### config.mk
export PLATFORM = sky130hd
export DESIGN_NAME = bist_fail_log
export DESIGN_NICKNAME = d
export VERILOG_FILES = /design/src/rtl/bist_fail_log.sv
export SDC_FILE = /design/constraint.sdc
export NUM_CORES = 1
export LEC_CHECK = 0
export CORE_MARGIN = 2
export CORE_UTILIZATION = 35
export DETAILED_ROUTE_END_ITERATION = 8
export MAX_ROUTING_LAYER = met4
export SLEW_MARGIN = 20
export SYNTH_ARGS = -nofsm -noshare
export SYNTH_HDL_FRONTEND = slang
export SYNTH_SLANG_ARGS = --single-unit
### constraint.sdc
create_clock -name clk -period 3.1 [get_ports clk]
set_input_delay 0.31 -clock clk [delete_from_list [all_inputs] [get_ports clk]]
set_output_delay 0.31 -clock clk [all_outputs]
set_load 0.03 [all_outputs]
### src/rtl/bist_fail_log.sv
// Fail logger for the RAM BIST engine: saturating fail count, FIFO of the first DEPTH
// failures (address + syndrome), run status, and post-run readout of logged entries.
module bist_fail_log #(
    parameter int ADDR_W = 10,
    parameter int DATA_W = 8,
    parameter int DEPTH  = 16,
    parameter int CNT_W  = 16,
    localparam int PTR_W = $clog2(DEPTH),
    localparam int LCW   = $clog2(DEPTH) + 1
) (
    input  logic              clk,
    input  logic              rst,
    input  logic              start,
    input  logic              done_in,
    input  logic              fail_vld,
    input  logic [ADDR_W-1:0] fail_addr,
    input  logic [DATA_W-1:0] fail_exp,
    input  logic [DATA_W-1:0] fail_act,
    input  logic              rd_req,
    output logic              rd_vld,
    output logic [ADDR_W-1:0] rd_addr,
    output logic [DATA_W-1:0] rd_syn,
    output logic [CNT_W-1:0]  fail_cnt,
    output logic [LCW-1:0]    log_cnt,
    output logic [7:0]        status
);

    typedef enum logic [1:0] {
        IDLE = 2'b00,
        RUN  = 2'b01,
        DONE = 2'b10
    } state_t;

    localparam int ENT_W = ADDR_W + DATA_W;

    state_t             state_reg, state_next;
    logic [PTR_W-1:0]   wr_ptr_reg, wr_ptr_next;
    logic [PTR_W-1:0]   rd_ptr_reg, rd_ptr_next;
    logic [LCW-1:0]     log_cnt_reg, log_cnt_next;
    logic [CNT_W-1:0]   fail_cnt_reg, fail_cnt_next;
    logic               ovf_reg, ovf_next;
    logic               rd_vld_reg;
    logic [ADDR_W-1:0]  rd_addr_reg;
    logic [DATA_W-1:0]  rd_syn_reg;
    logic [7:0]         status_reg, status_next;
    logic               push, pop;

    logic [ENT_W-1:0]   mem [DEPTH];

    always_comb begin
        state_next    = state_reg;
        wr_ptr_next   = wr_ptr_reg;
        rd_ptr_next   = rd_ptr_reg;
        log_cnt_next  = log_cnt_reg;
        fail_cnt_next = fail_cnt_reg;
        ovf_next      = ovf_reg;
        push          = 1'b0;
        pop           = 1'b0;

        if (start) begin
            // start wins over everything, including a same-cycle fail or pop
            state_next    = RUN;
            wr_ptr_next   = '0;
            rd_ptr_next   = '0;
            log_cnt_next  = '0;
            fail_cnt_next = '0;
            ovf_next      = 1'b0;
        end else begin
            case (state_reg)
                RUN: begin
                    if (fail_vld) begin
                        if (fail_cnt_reg != '1)
                            fail_cnt_next = fail_cnt_reg + CNT_W'(1);
                        if (log_cnt_reg != LCW'(DEPTH)) begin
                            push         = 1'b1;
                            wr_ptr_next  = wr_ptr_reg + PTR_W'(1);
                            log_cnt_next = log_cnt_reg + LCW'(1);
                        end else begin
                            ovf_next = 1'b1;
                        end
                    end
                    if (done_in)
                        state_next = DONE;
                end
                DONE: begin
                    if (rd_req && log_cnt_reg != '0) begin
                        pop          = 1'b1;
                        rd_ptr_next  = rd_ptr_reg + PTR_W'(1);
                        log_cnt_next = log_cnt_reg - LCW'(1);
                    end
                end
                IDLE: ;
                default: state_next = IDLE;
            endcase
        end

        status_next = {2'b00,
                       log_cnt_next == LCW'(DEPTH),
                       ovf_next,
                       fail_cnt_next != '0,
                       (state_next == DONE) && (fail_cnt_next == '0),
                       state_next};
    end

    always_ff @(posedge clk or negedge rst) begin
        if (!rst) begin
            state_reg    <= IDLE;
            wr_ptr_reg   <= '0;
            rd_ptr_reg   <= '0;
            log_cnt_reg  <= '0;
            fail_cnt_reg <= '0;
            ovf_reg      <= 1'b0;
            rd_vld_reg   <= 1'b0;
            rd_addr_reg  <= '0;
            rd_syn_reg   <= '0;
            status_reg   <= 8'h00;
        end else begin
            state_reg    <= state_next;
            wr_ptr_reg   <= wr_ptr_next;
            rd_ptr_reg   <= rd_ptr_next;
            log_cnt_reg  <= log_cnt_next;
            fail_cnt_reg <= fail_cnt_next;
            ovf_reg      <= ovf_next;
            status_reg   <= status_next;
            rd_vld_reg   <= pop;
            // Output data holds its last value unless a pop is accepted
            if (pop) begin
                rd_addr_reg <= mem[rd_ptr_reg][ENT_W-1:DATA_W];
                rd_syn_reg  <= mem[rd_ptr_reg][DATA_W-1:0];
            end
        end
    end

    // Log storage needs no reset; only the pointers define what is valid
    always_ff @(posedge clk) begin
        if (push)
            mem[wr_ptr_reg] <= {fail_addr, fail_exp ^ fail_act};
    end

    assign rd_vld   = rd_vld_reg;
    assign rd_addr  = rd_addr_reg;
    assign rd_syn   = rd_syn_reg;
    assign fail_cnt = fail_cnt_reg;
    assign log_cnt  = log_cnt_reg;
    assign status   = status_reg;

endmodule
# Word-level counts from Yosys, hierarchy flattened
# Memory sizes are Yosys's and may differ from the RTL's. A register that Yosys moved wholly into a read port is not among the register bits.
# Cells that the tools add are included.
[op_classes]
addsub = 5
n_mul = 0
n_div = 0
order_cmp = 0
eq_ne = 6
shifts = 0
muxes = 32
n_bitwise = 1
n_reduce_logical = 15
[op_table]
columns = ["operator", "n"]
rows = [
  ["2-to-1 mux 16 bit", 4],
  ["2-to-1 mux 4 bit", 7],
  ["2-to-1 mux 5 bit", 4],
  ["adder 16 x 1 -> 16 bit (second input constant)", 1],
  ["zero test 16 bit", 1],
  ["inequality test 16 bit (second input constant)", 1],
  ["nonzero test 16 bit", 1],
  ["2-to-1 mux 1 bit", 13],
  ["one-hot mux 5 bit (2 select lines)", 1],
  ["nonzero test 2 bit", 5],
  ["adder 4 x 1 -> 4 bit (second input constant)", 2],
  ["XOR 8 bit", 1],
  ["adder 5 x 1 -> 5 bit (second input constant)", 1],
  ["== test 5 bit (second input constant)", 1],
  ["inequality test 5 bit (second input constant)", 1],
  ["nonzero test 5 bit", 1],
  ["subtractor 5 x 1 -> 5 bit (second input constant)", 1],
  ["== test 2 bit (second input constant)", 2],
  ["2-to-1 mux 2 bit", 2],
  ["one-hot mux 2 bit (2 select lines)", 1],
  ["AND reduction 3 bit", 1],
  ["== test 2 x 1 -> 1 bit (second input constant)", 1],
  ["logical AND 1 bit", 2],
  ["zero test 2 bit", 1],
  ["3 further kinds", 3],
]
[word_totals]
ff_bits = 39
latch_bits = 0
mem_bits_rw = 288
rom_bits = 0
inputBits = 32
output_inout_bits = 48
elab_cells = 68
memories = 1
[memory_table]
columns = ["name", "words", "width", "read_ports", "rd_clocked_by_memory_dff", "wr", "line_no", "text"]
rows = [
  ["mem", 16, 18, 1, 1, 1, "48", "logic [ENT_W-1:0] mem [DEPTH];"],
]

# Depth between registers and ports, before layout
[depth]
ltp_word = 7
mapped_depth = 9
ltp_nobuf = 8

# Worst setup path after synthesis
# No wires, ideal clock.
[synth_timing]
path_type = "register to register"
start = "reg, netlist name status[1]"
end = "mem mem[4][0] (netlist bit), enable pin"
setup_ns = 0.416
arrival_ns = 2.857
slack_ns = -0.172
path_stages_with_launch = 9
period_less_slack_ns = 3.272
cell_sequence = "dfrtp_1 > inv_1 > ha_1 > and2_1 > clkbuf_1 > nand2b_1 > nor2_1 > nand2_1 > nor3_1"
[synth_lines]
columns = ["item", "line_no"]
rows = [
  ["to (decl)", "48"],
]

# Worst setup path in the final report
[layout_timing]
start = "reg log_cnt_reg[0], in the netlist log_cnt[0]"
end = "reg rd_syn_reg[1], in the netlist rd_syn[1], read port of mem"
[layout_via]
elab_chain_cells = 5
[layout_rtl]
columns = ["item", "line_no", "text"]
rows = [
  ["from (decl)", "39", "logic [LCW-1:0] log_cnt_reg, log_cnt_next;"],
  ["from (signal assigned)", "121", "log_cnt_reg <= log_cnt_next;"],
  ["nonzero test 5 bit", "86", "if (rd_req && log_cnt_reg != '0) begin"],
  ["logical AND 1 bit", "86", ""],
  ["2-to-1 mux 1 bit", "86", ""],
  ["2-to-1 mux 1 bit", "69", "case (state_reg)"],
  ["2-to-1 mux 1 bit", "60", "if (start) begin"],
  ["to (decl)", "44", "logic [DATA_W-1:0] rd_syn_reg;"],
]
# No other way between the ends.
# A chain may end at the register's enable or synchronous reset.

==> reports/summary.log <==
[setup_path] Setup Crit Path Kind flip-flop to flip-flop
[synth] syn_area_per_cell 18.82 um^2
[detailed_routing] Metal-1 WL 14180 um
[global_route] global route total overflow 0
[synth] summed instance area of the synthesized netlist 0.01400 mm^2
[power_and_ir_drop] Pwr per Cell Area 596.0 mW/mm^2
[detailed_routing] total iterations of the first detailed-routing run 5
[floorplan] I/O pins 80
[power_and_ir_drop] Cell Int Power 7.911 mW
[sta] Post-Route Skew 0.02356 ns
[global_route] number of antenna violations at the first check in global routing 0
[placed_design] Final HPWL DP 21120 um
[flow_run] MaxCap Viol Count 0
[final_layout] post-layout instance count excluding filler cells 1422
[setup_path] maximum fanout count along the critical path 12
[hold_path] class of the tightest hold or removal check input pin to asynchronous set/reset pin
[detailed_routing] amount of wire on met2 after detailed routing 15220 um
[floorplan] initial core utilization 0.3532
[floorplan] placement row count 73
[clock_network] post-CTS setup buffer count 0
[sta] setup repair after global routing missed its margin false
[clock_network] CTS Hold Buffers Added 1
[global_route] vias in the first global route 7558
[clock_network] deepest level of the CTS H-tree 2
[power_and_ir_drop] Design Power 10.12 mW
[setup_path] Worst setup startpoint log_cnt[0]$_DFF_PN0_
[clock_network] quantity of gates resized following cts 0
[sta] Final Slew Violations 0
[detailed_routing] vias per std cell 5.227
[power_and_ir_drop] part of the power in registers 0.508
[clock_network] number of CTS-inserted buffers 37
[final_layout] number of flip-flops in the largest register 288
[clock_network] maximum buffer depth of the clock tree 3
[final_layout] Net count, final 917
[synth] Distinct cells, synth 54
[power_and_ir_drop] total leakage power 5.609 nW
[detailed_routing] Routed Antenna Nets 0
[floorplan] core box area 0.03964 mm^2
[sta] fmax 367.9 MHz
[detailed_routing] drt total wl 31870 um
[placed_design] GPL Wtd Cong 0.8962
[placed_design] IO buf count 77
[detailed_routing] Routed met3 length 1965 um
[detailed_routing] 1st-iter DRT viols 656
[floorplan] Total Die Area 0.04161 mm^2
[sta] actual transition at the worst max-transition pin 1.053 ns
[setup_path] Critical Path RT 3.51 ns
[setup_path] critical path data arrival time 3.12 ns
[setup_path] Worst setup EP type flip-flop
[floorplan] Die Ht 204.0 um
[global_route] pin count of the biggest net entering global routing 76
[synth] Main synth FF type edfxtp_1
[synth] Syn. warnings 0
[setup_path] RR Startpoint log_cnt[0]$_DFF_PN0_
[clock_network] clock input transition at the sequential cells of the worst setup and hold paths 0.06 ns
[detailed_routing] vias after detailed routing 7433
[clock_network] sinks on the clock net 342
[floorplan] Die W 204.0 um
[sta] final setup violating endpoints 0
[detailed_routing] average wire per cell in the routed design 22.41 um
[detailed_routing] DRC violations left 0
[sta] worst max-slew margin expressed relative to the limit 0.2969
[status] result of the run complete, no violations
[global_route] first-pass GRT wire length 48560 um
[final_layout] Layout area overhead 21.26%
[power_and_ir_drop] share of total power consumed by net switching 0.2180
[synth] proportion of synthesized flip-flops having asynchronous set or reset 0.1579
[clock_network] root cell of the clock tree clkbuf_16
[global_route] global-route usage over all layers 0.1615
[setup_path] Worst Setup Start Kind flip-flop
[power_and_ir_drop] Max VDD drop 0.3956 mV
[synth] Post-Syn Instances 744
[power_and_ir_drop] switching power 2.206 mW
[synth] sequential element share of the synthesized area 0.7143
[sta] period utilisation layout 0.8768
[placed_design] placed insts 1358
[synth] number of synthesized flops with an enable pin 288
[sta] Final Hold Fails 0
[sta] Min Clock Period, post-route 2.718 ns
[detailed_routing] Max Used Layer met4
[synth] number of synthesized register bits 342
[power_and_ir_drop] Clk pwr share 0.426
[final_layout] number of diodes added for antenna fixing 0
[final_layout] share of final-layout standard cells stronger than drive strength 1 0.2609
[clock_network] CTS tree yes
[clock_network] Skew-Pair Late Insertion Delay 0.53 ns
[power_and_ir_drop] Gate power share 0.066
cell families after synthesis:
kind of cell	Yosys count	share of synthesized area
AOI/OAI and AO/OA	47	0.02217
xor gates and xnor gates	22	0.01376
adders and majority gates	12	0.01072
buffers and inverters	54	0.01698
DFF	342	0.7143
muxes	111	0.1616
other	1	0.0002679
and+or+nand+nor	155	0.06024
through the flow:
stage	area [um^2]	util	setup WS [ns]	hold WS, ns	TNS (ns)
2_1_floorplan	14000	-	-0.1723	0.01441	-12.40
3_3_place_gp	15770	0.3979	0.2771	0.3783	0
3_5_place_dp	15770	0.3979	0.2536	0.3847	0
4_1_cts	16980	0.4282	0.3412	0.3865	0
5_1_grt	16980	0.4283	0.1676	0.4161	0
6_report	16980	0.4283	0.3818	0.3854	0
metal layers:
metal / vias up / global-route usage
met1: 3869 / 0.2251
met2: 268 / 0.2504
met4: 0 / 0.03649
met5: - / -
li1: 3252 / -
met3: 44 / 0.02742
Yosys cell counts, types with 2 or more instances:
master       n  area [um^2]
and2_1      11        68.82
nor3_1      13        65.06
nand4_1     11        68.82
edfxtp_1   288         8648
a21o_1       2        15.01
or3_1        3        18.77
nand3b_1     3        22.52
xnor2_1      4        35.03
nor2b_1      4        25.02
dfrtp_1     54         1351
buf_2       13        65.06
inv_1       14        52.55
a21oi_1     15        75.07
mux4_2      90         2027
nand2b_1     2        12.51
a22oi_1      2        15.01
nor4_2       2        25.02
or4_1        2        15.01
and3_1       8        50.05
mux2_2      20        225.2
nor4bb_1     2        20.02
and4_1       6        52.55
buf_4        3        22.52
nor4_1       5        31.28
nand2_1     29        108.9
nor4b_1      2        17.52
ha_1        12        150.1
a211oi_1     4        30.03
nand3_1     10        50.05
o21ai_0     10        50.05
nor2_1      37        138.9
clkbuf_1    22        82.58
a2111oi_0    2        17.52
a31oi_1      2        12.51
xor2_1      18        157.7
worst max-delay path: stages (launching register included):
cell and delay (ns):
dfrtp_1 0.42, inv_1 0.10, ha_1 0.24, or4b_2 0.24, nand3_1 0.12, nor2_2 0.81, buf_4 0.34, mux2_2 0.35
power groups by stage:
stage                     Combinational (mW)  Sequential [mW]  Clock [mW]
after floorplan                        0.253             5.31           0
after global routing                   0.724             5.15        4.59
after global placement                 0.667             5.23           0
final                                  0.669             5.14        4.31
after detailed placement               0.674             5.24           0
after CTS                              0.678             5.14        4.41
final timing paths:
| check | to | slack [ns] | cells past startpoint |
|---|---|---|---|
| max | rd_syn[1]$_DFFE_PN0P_ | 0.38 | 7 |
| min | rd_syn[4]$_DFFE_PN0P_ | 0.39 | 2 |
| max reg2reg | rd_syn[1]$_DFFE_PN0P_ | 0.38 | 7 |
| min reg2reg | rd_syn[3]$_DFFE_PN0P_ | 0.51 | 1 |
| max in group asynchronous | fail_cnt[1]$_DFF_PN0_ | 2.07 | 3 |
| min in group clk | status[1]$_DFF_PN0_ | 0.48 | 3 |
layout make-up:
cell class	count	area (um^2)
Fill cell	3456	22660
Sequential cell	342	10010
Multi-Input combinational cell	349	3799
Timing Repair Buffer	129	1271
Clock buffer	47	1005
Tap cell	525	656.9
Clock inverter	16	186.4
Inverter	14	52.55
layout by cell type, fill, tap and decap left out, drive strengths merged, types with 16 or more instances in the layout:
master         netlist  layout
edfxtp             288     288
mux4                90      90
clkdlybuf4s50        0      76
dfrtp               54      54
buf                 18      52
clkbuf              22      47
nor2                37      37
nand2               29      29
mux2                20      20
xor2                18      18
inv                 14      16
No activity file was read; power rests on OpenSTA's default activity.
==> RTL edit 1, RTL diff (config.mk and constraints unchanged) <==
Change the parameter `DATA_W` from 8 to 9.
--- a/src/rtl/bist_fail_log.sv
+++ b/src/rtl/bist_fail_log.sv
@@ -4,3 +4,3 @@
     parameter int ADDR_W = 10,
-    parameter int DATA_W = 8,
+    parameter int DATA_W = 9,
     parameter int DEPTH  = 16,
Ports: changed (resized fail_act, fail_exp and rd_syn); port bits go from 80 to 83. The function was not compared with the original's and may differ.
==> RTL edit 1 against the original RTL <==
- the run now ends with DRC left
- synthesized cell count shrank 0.54%
- sequential power rose by 4.9%
- total power grew 5.3%
- maximum frequency shrank 3.3%
- combinational power is 7.3% lower
- clock power up 7.7%
- area after synthesis up 4.2%
- setup slack got worse by 0.094 ns
- sequential cell count is 17 higher
- wire length decreased by 1.8%
- clock skew is 0.0013 ns higher
- design area rose by 4.0%
- non-clock buffer count is 5 higher
- critical endpoint is now status[3]
- highest routed layer unchanged
==> RTL edit 1: results (changes against the original RTL) <==
| Metric | Value |
|---|---|
| Rel. slew slack | 33.4% (+3.7 points) |
| Initial antenna violation count | 1 (+1) |
| Switching share of power | 21.5% (-0.32 points) |
| DP HPWL | 19700 um (-6.7%) |
| VDD IR max | 0.363 mV (-8.2%) |
| CTS Buf Count | 40 (+8.1%) |
| Layout cells sized above 1 | 26.6% (+0.54 points) |
| M1 GR Usage | 20.9% (-1.6 points) |
| Async set-reset flop share out of synthesis | 15.3% (-0.47 points) |
| Vias | 7504 (+0.96%) |
| Failing checks | DRC |
| # clk buffers | 52 (+11%) |
| Synth cell count leaders | edfxtp_1, mux4_2, dfrtp_1 |
| FFs & Latches | 359 (+5.0%) |
| Mapped Avg Cell Area | 19.7 um2 (+4.8%) |
| Detailed Route WL | 31300 um (-1.8%) |
| GRT met3 Usage | 2.79% (+0.050 points) |
| Residual DRC | 1 (+1) |
| First-pass GRT wire length | 47600 um (-1.9%) |
| Synth top area cells | edfxtp_1, mux4_2, dfrtp_1, mux2_2, ha_1 |
| Mapped Cells | 740 (-0.54%) |
| Final Skew | 0.0249 ns (+0.00130 ns) |
| Run status | complete, but fails checks |
| Signal buffers | 134 (+3.9%) |
| Worst Path Max Fanout | 11 (-1) |
| Vias in the first global route | 7623 (+0.86%) |
| DP Area | 16300 um2 (+3.6%) |
| Clk pwr | 4.64 mW (+7.7%) |
| PnR Total Power | 10.7 mW (+5.3%) |
| Synth cell types | 64 (+19%) |
| Adder-cell share of the synthesized area | 1.03% (-0.043 points) |
| Largest register FFs | 304 (+5.6%) |
| Compound-Gate Fraction of Synth Area | 2.41% (+0.19 points) |
| Sequential share of the synthesized area | 72.0% (+0.59 points) |
| Buffering overhead | 7.17% (-0.32 points) |
| Port Buffers | 80 (+3.9%) |
| Post-Place Cells | 1367 (+0.66%) |
| Fraction of area in registers | 59.5% (+0.58 points) |
| Metal2 WL | 14800 um (-2.5%) |
| Met1 Wirelength | 14400 um (+1.4%) |
| Routed met3 length | 1600 um (-19%) |
| Nets | 924 (+0.76%) |
| #MultiIn Comb | 331 (-5.2%) |
| Core Util, Final | 43.1% (+0.24 points) |
| Total global-route track usage | 15.1% (-1.1 points) |
| Pre-CTS WS | 0.259 ns (+0.00505 ns) |
| First drt pass iteration count | 7 (+2) |
| GR met2 Demand/Resource | 23.1% (-1.9 points) |
| Xor-xnor portion of the synthesized cell area | 1.08% (-0.30 points) |
| Clock buf/inv share | 7.40% (+0.39 points) |
| Multiplexer share of the synthesized area | 16.5% (+0.37 points) |
| Fill cells | 3570 (+3.3%) |
| Sequential power | 5.39 mW (+4.9%) |
| P_leak | 5.89 nW (+4.9%) |
| EDFF count, synth | 304 (+5.6%) |
| GP Congestion | 0.850 (-5.2%) |
RTL edit 1: changes by cell type in the layout (fill, tap and decap cells not counted), sizes merged, moves of 4 or more:
| cell | change |
|---|---|
| xor2 | -4 |
| and2 | +4 |
| nand2 | -9 |
| clkinv | +8 |
| mux4 | +5 |
| clkbuf | +5 |
| edfxtp | +16 |
| nor2 | -13 |
| nor3 | -8 |
RTL edit 1: worst paths after layout:
kind,start,endpoint,slack [ns],depth (start not counted)
setup / recovery,fail_cnt[0],status[3],0.29,8
max in group asynchronous,rst,rd_addr[6],1.99,3
min in group clk,rd_addr[7],rd_addr[7],0.50,1
setup reg to reg,fail_cnt[0],status[3],0.29,8
hold reg to reg,rd_addr[7],rd_addr[7],0.50,1
hold / removal,rst,fail_cnt[1],0.38,2
RTL edit 1: critical path: stages (launching register included):
cell and delay (ns):
dfrtp_1 0.47, ha_1 0.26, nand3_2 0.17, o41ai_4 0.41, buf_4 0.24, o31ai_1 0.10
a211oi_1 0.23, or4b_1 0.48, or3_1 0.32
==> RTL edit 2, RTL diff (same settings) <==
Without the edit above. Add an input register stage for `fail_act`, without a reset; this delays it by one clock. The other inputs are not delayed to match.
--- a/src/rtl/bist_fail_log.sv
+++ b/src/rtl/bist_fail_log.sv
@@ -34,2 +34,8 @@
     localparam int ENT_W = ADDR_W + DATA_W;
+
+    logic [DATA_W-1:0] fail_act_q;
+
+    always_ff @(posedge clk) begin
+        fail_act_q <= fail_act;
+    end
 
@@ -136,3 +142,3 @@
         if (push)
-            mem[wr_ptr_reg] <= {fail_addr, fail_exp ^ fail_act};
+            mem[wr_ptr_reg] <= {fail_addr, fail_exp ^ fail_act_q};
     end
Behaviour: not the same (Yosys sat finds a counterexample within 4 cycles, from zero or initial values and one cycle with rst low).
==> RTL edit 2 against the original RTL <==
- design area rose by 1.7%
- wire length fell by 2.9%
- sequential share of layout area barely moved
- highest routed layer unchanged
- area after synthesis rose by 1.1%
- setup slack improved by 0.080 ns
- sequential cell count rose by 8
- total power rose by 4.0%
==> RTL edit 2: results (changes against the original RTL) <==
| Metric | Value |
|---|---|
| Internal power | 8.23 mW (+4.0%) |
| Metal2 WL | 14900 um (-1.9%) |
| Vias in the first global route | 7600 (+0.56%) |
| Crit path max-delay family | compound AO/OA/AOI/OAI gates |
| Run status | finished, final reports clean |
| CP arrival | 3.06 ns (-0.06 ns) |
| Slew @ Worst Pin | 0.819 ns (-0.235 ns) |
| Nets | 926 (+0.98%) |
| Adder-cell share of the synthesized area | 1.06% (-0.012 points) |
| CP max stage cell | o41ai_2 |
| Setup slack, reg-to-reg | 0.46 ns (+0.08 ns) |
| GR met2 Demand/Resource | 24.4% (-0.66 points) |
| Reg2reg start | fail_cnt[1] |
| Worst R2R End | status[2] |
| Pre-CTS WS | 0.406 ns (+0.152 ns) |
| CTS Buf Count | 39 (+5.4%) |
| DP HPWL | 19600 um (-7.4%) |
| Vias | 7468 (+0.47%) |
| Max stage delay on crit path | 0.70 ns (-0.11 ns) |
| Detailed Route WL | 31000 um (-2.9%) |
| VDD IR max | 0.343 mV (-13%) |
| GRT met3 Usage | 2.48% (-0.26 points) |
| Worst Path Max Fanout | 9 (-3) |
| DRT iter0 DRCs | 565 (-14%) |
| Xor-xnor portion of the synthesized cell area | 1.36% (-0.016 points) |
| Post-Place Cells | 1365 (+0.52%) |
| P_leak | 5.73 nW (+2.2%) |
| Hold Slack | 0.215 ns (-0.170 ns) |
| Final Skew | 0.0175 ns (-0.00610 ns) |
| PnR Total Power | 10.5 mW (+4.0%) |
| GP Congestion | 0.882 (-1.6%) |
[RTL edit 2: changes by cell type after synthesis, sizes merged]
cell,change
dfxtp,+8
[RTL edit 2: worst max-delay path by stage]
stage | startpoint | end | slack, ns
after floorplan | status[1] | mem[4][0] | -0.17
after global placement | fail_vld | mem[9][7] | 0.42
after detailed placement | fail_vld | mem[11][8] | 0.41
after CTS | fail_cnt[1] | status[2] | 0.48
after global routing | fail_cnt[1] | status[2] | 0.27
final | fail_cnt[1] | status[2] | 0.46
[RTL edit 2: cell type report]
cell class / count / area (um2) / area share, %
flip-flops and latches: 350 / 10200 / 58.9
well taps: 525 / 657 / 3.81
clock inverters: 18 / 211 / 1.23
inverters: 14 / 52.6 / 0.304
multi-input cells: 349 / 3800 / 22.0
clock buffers: 53 / 1100 / 6.36
repair buffers: 128 / 1280 / 7.39
[RTL edit 2: what timing repair did]
item / in CTS / in global routing
gates resized for setup: 0 / 0
setup endpoints to repair: 0 / 0
endpoints found under the hold margin: 25 / 0
hold buffers: 1 / 0
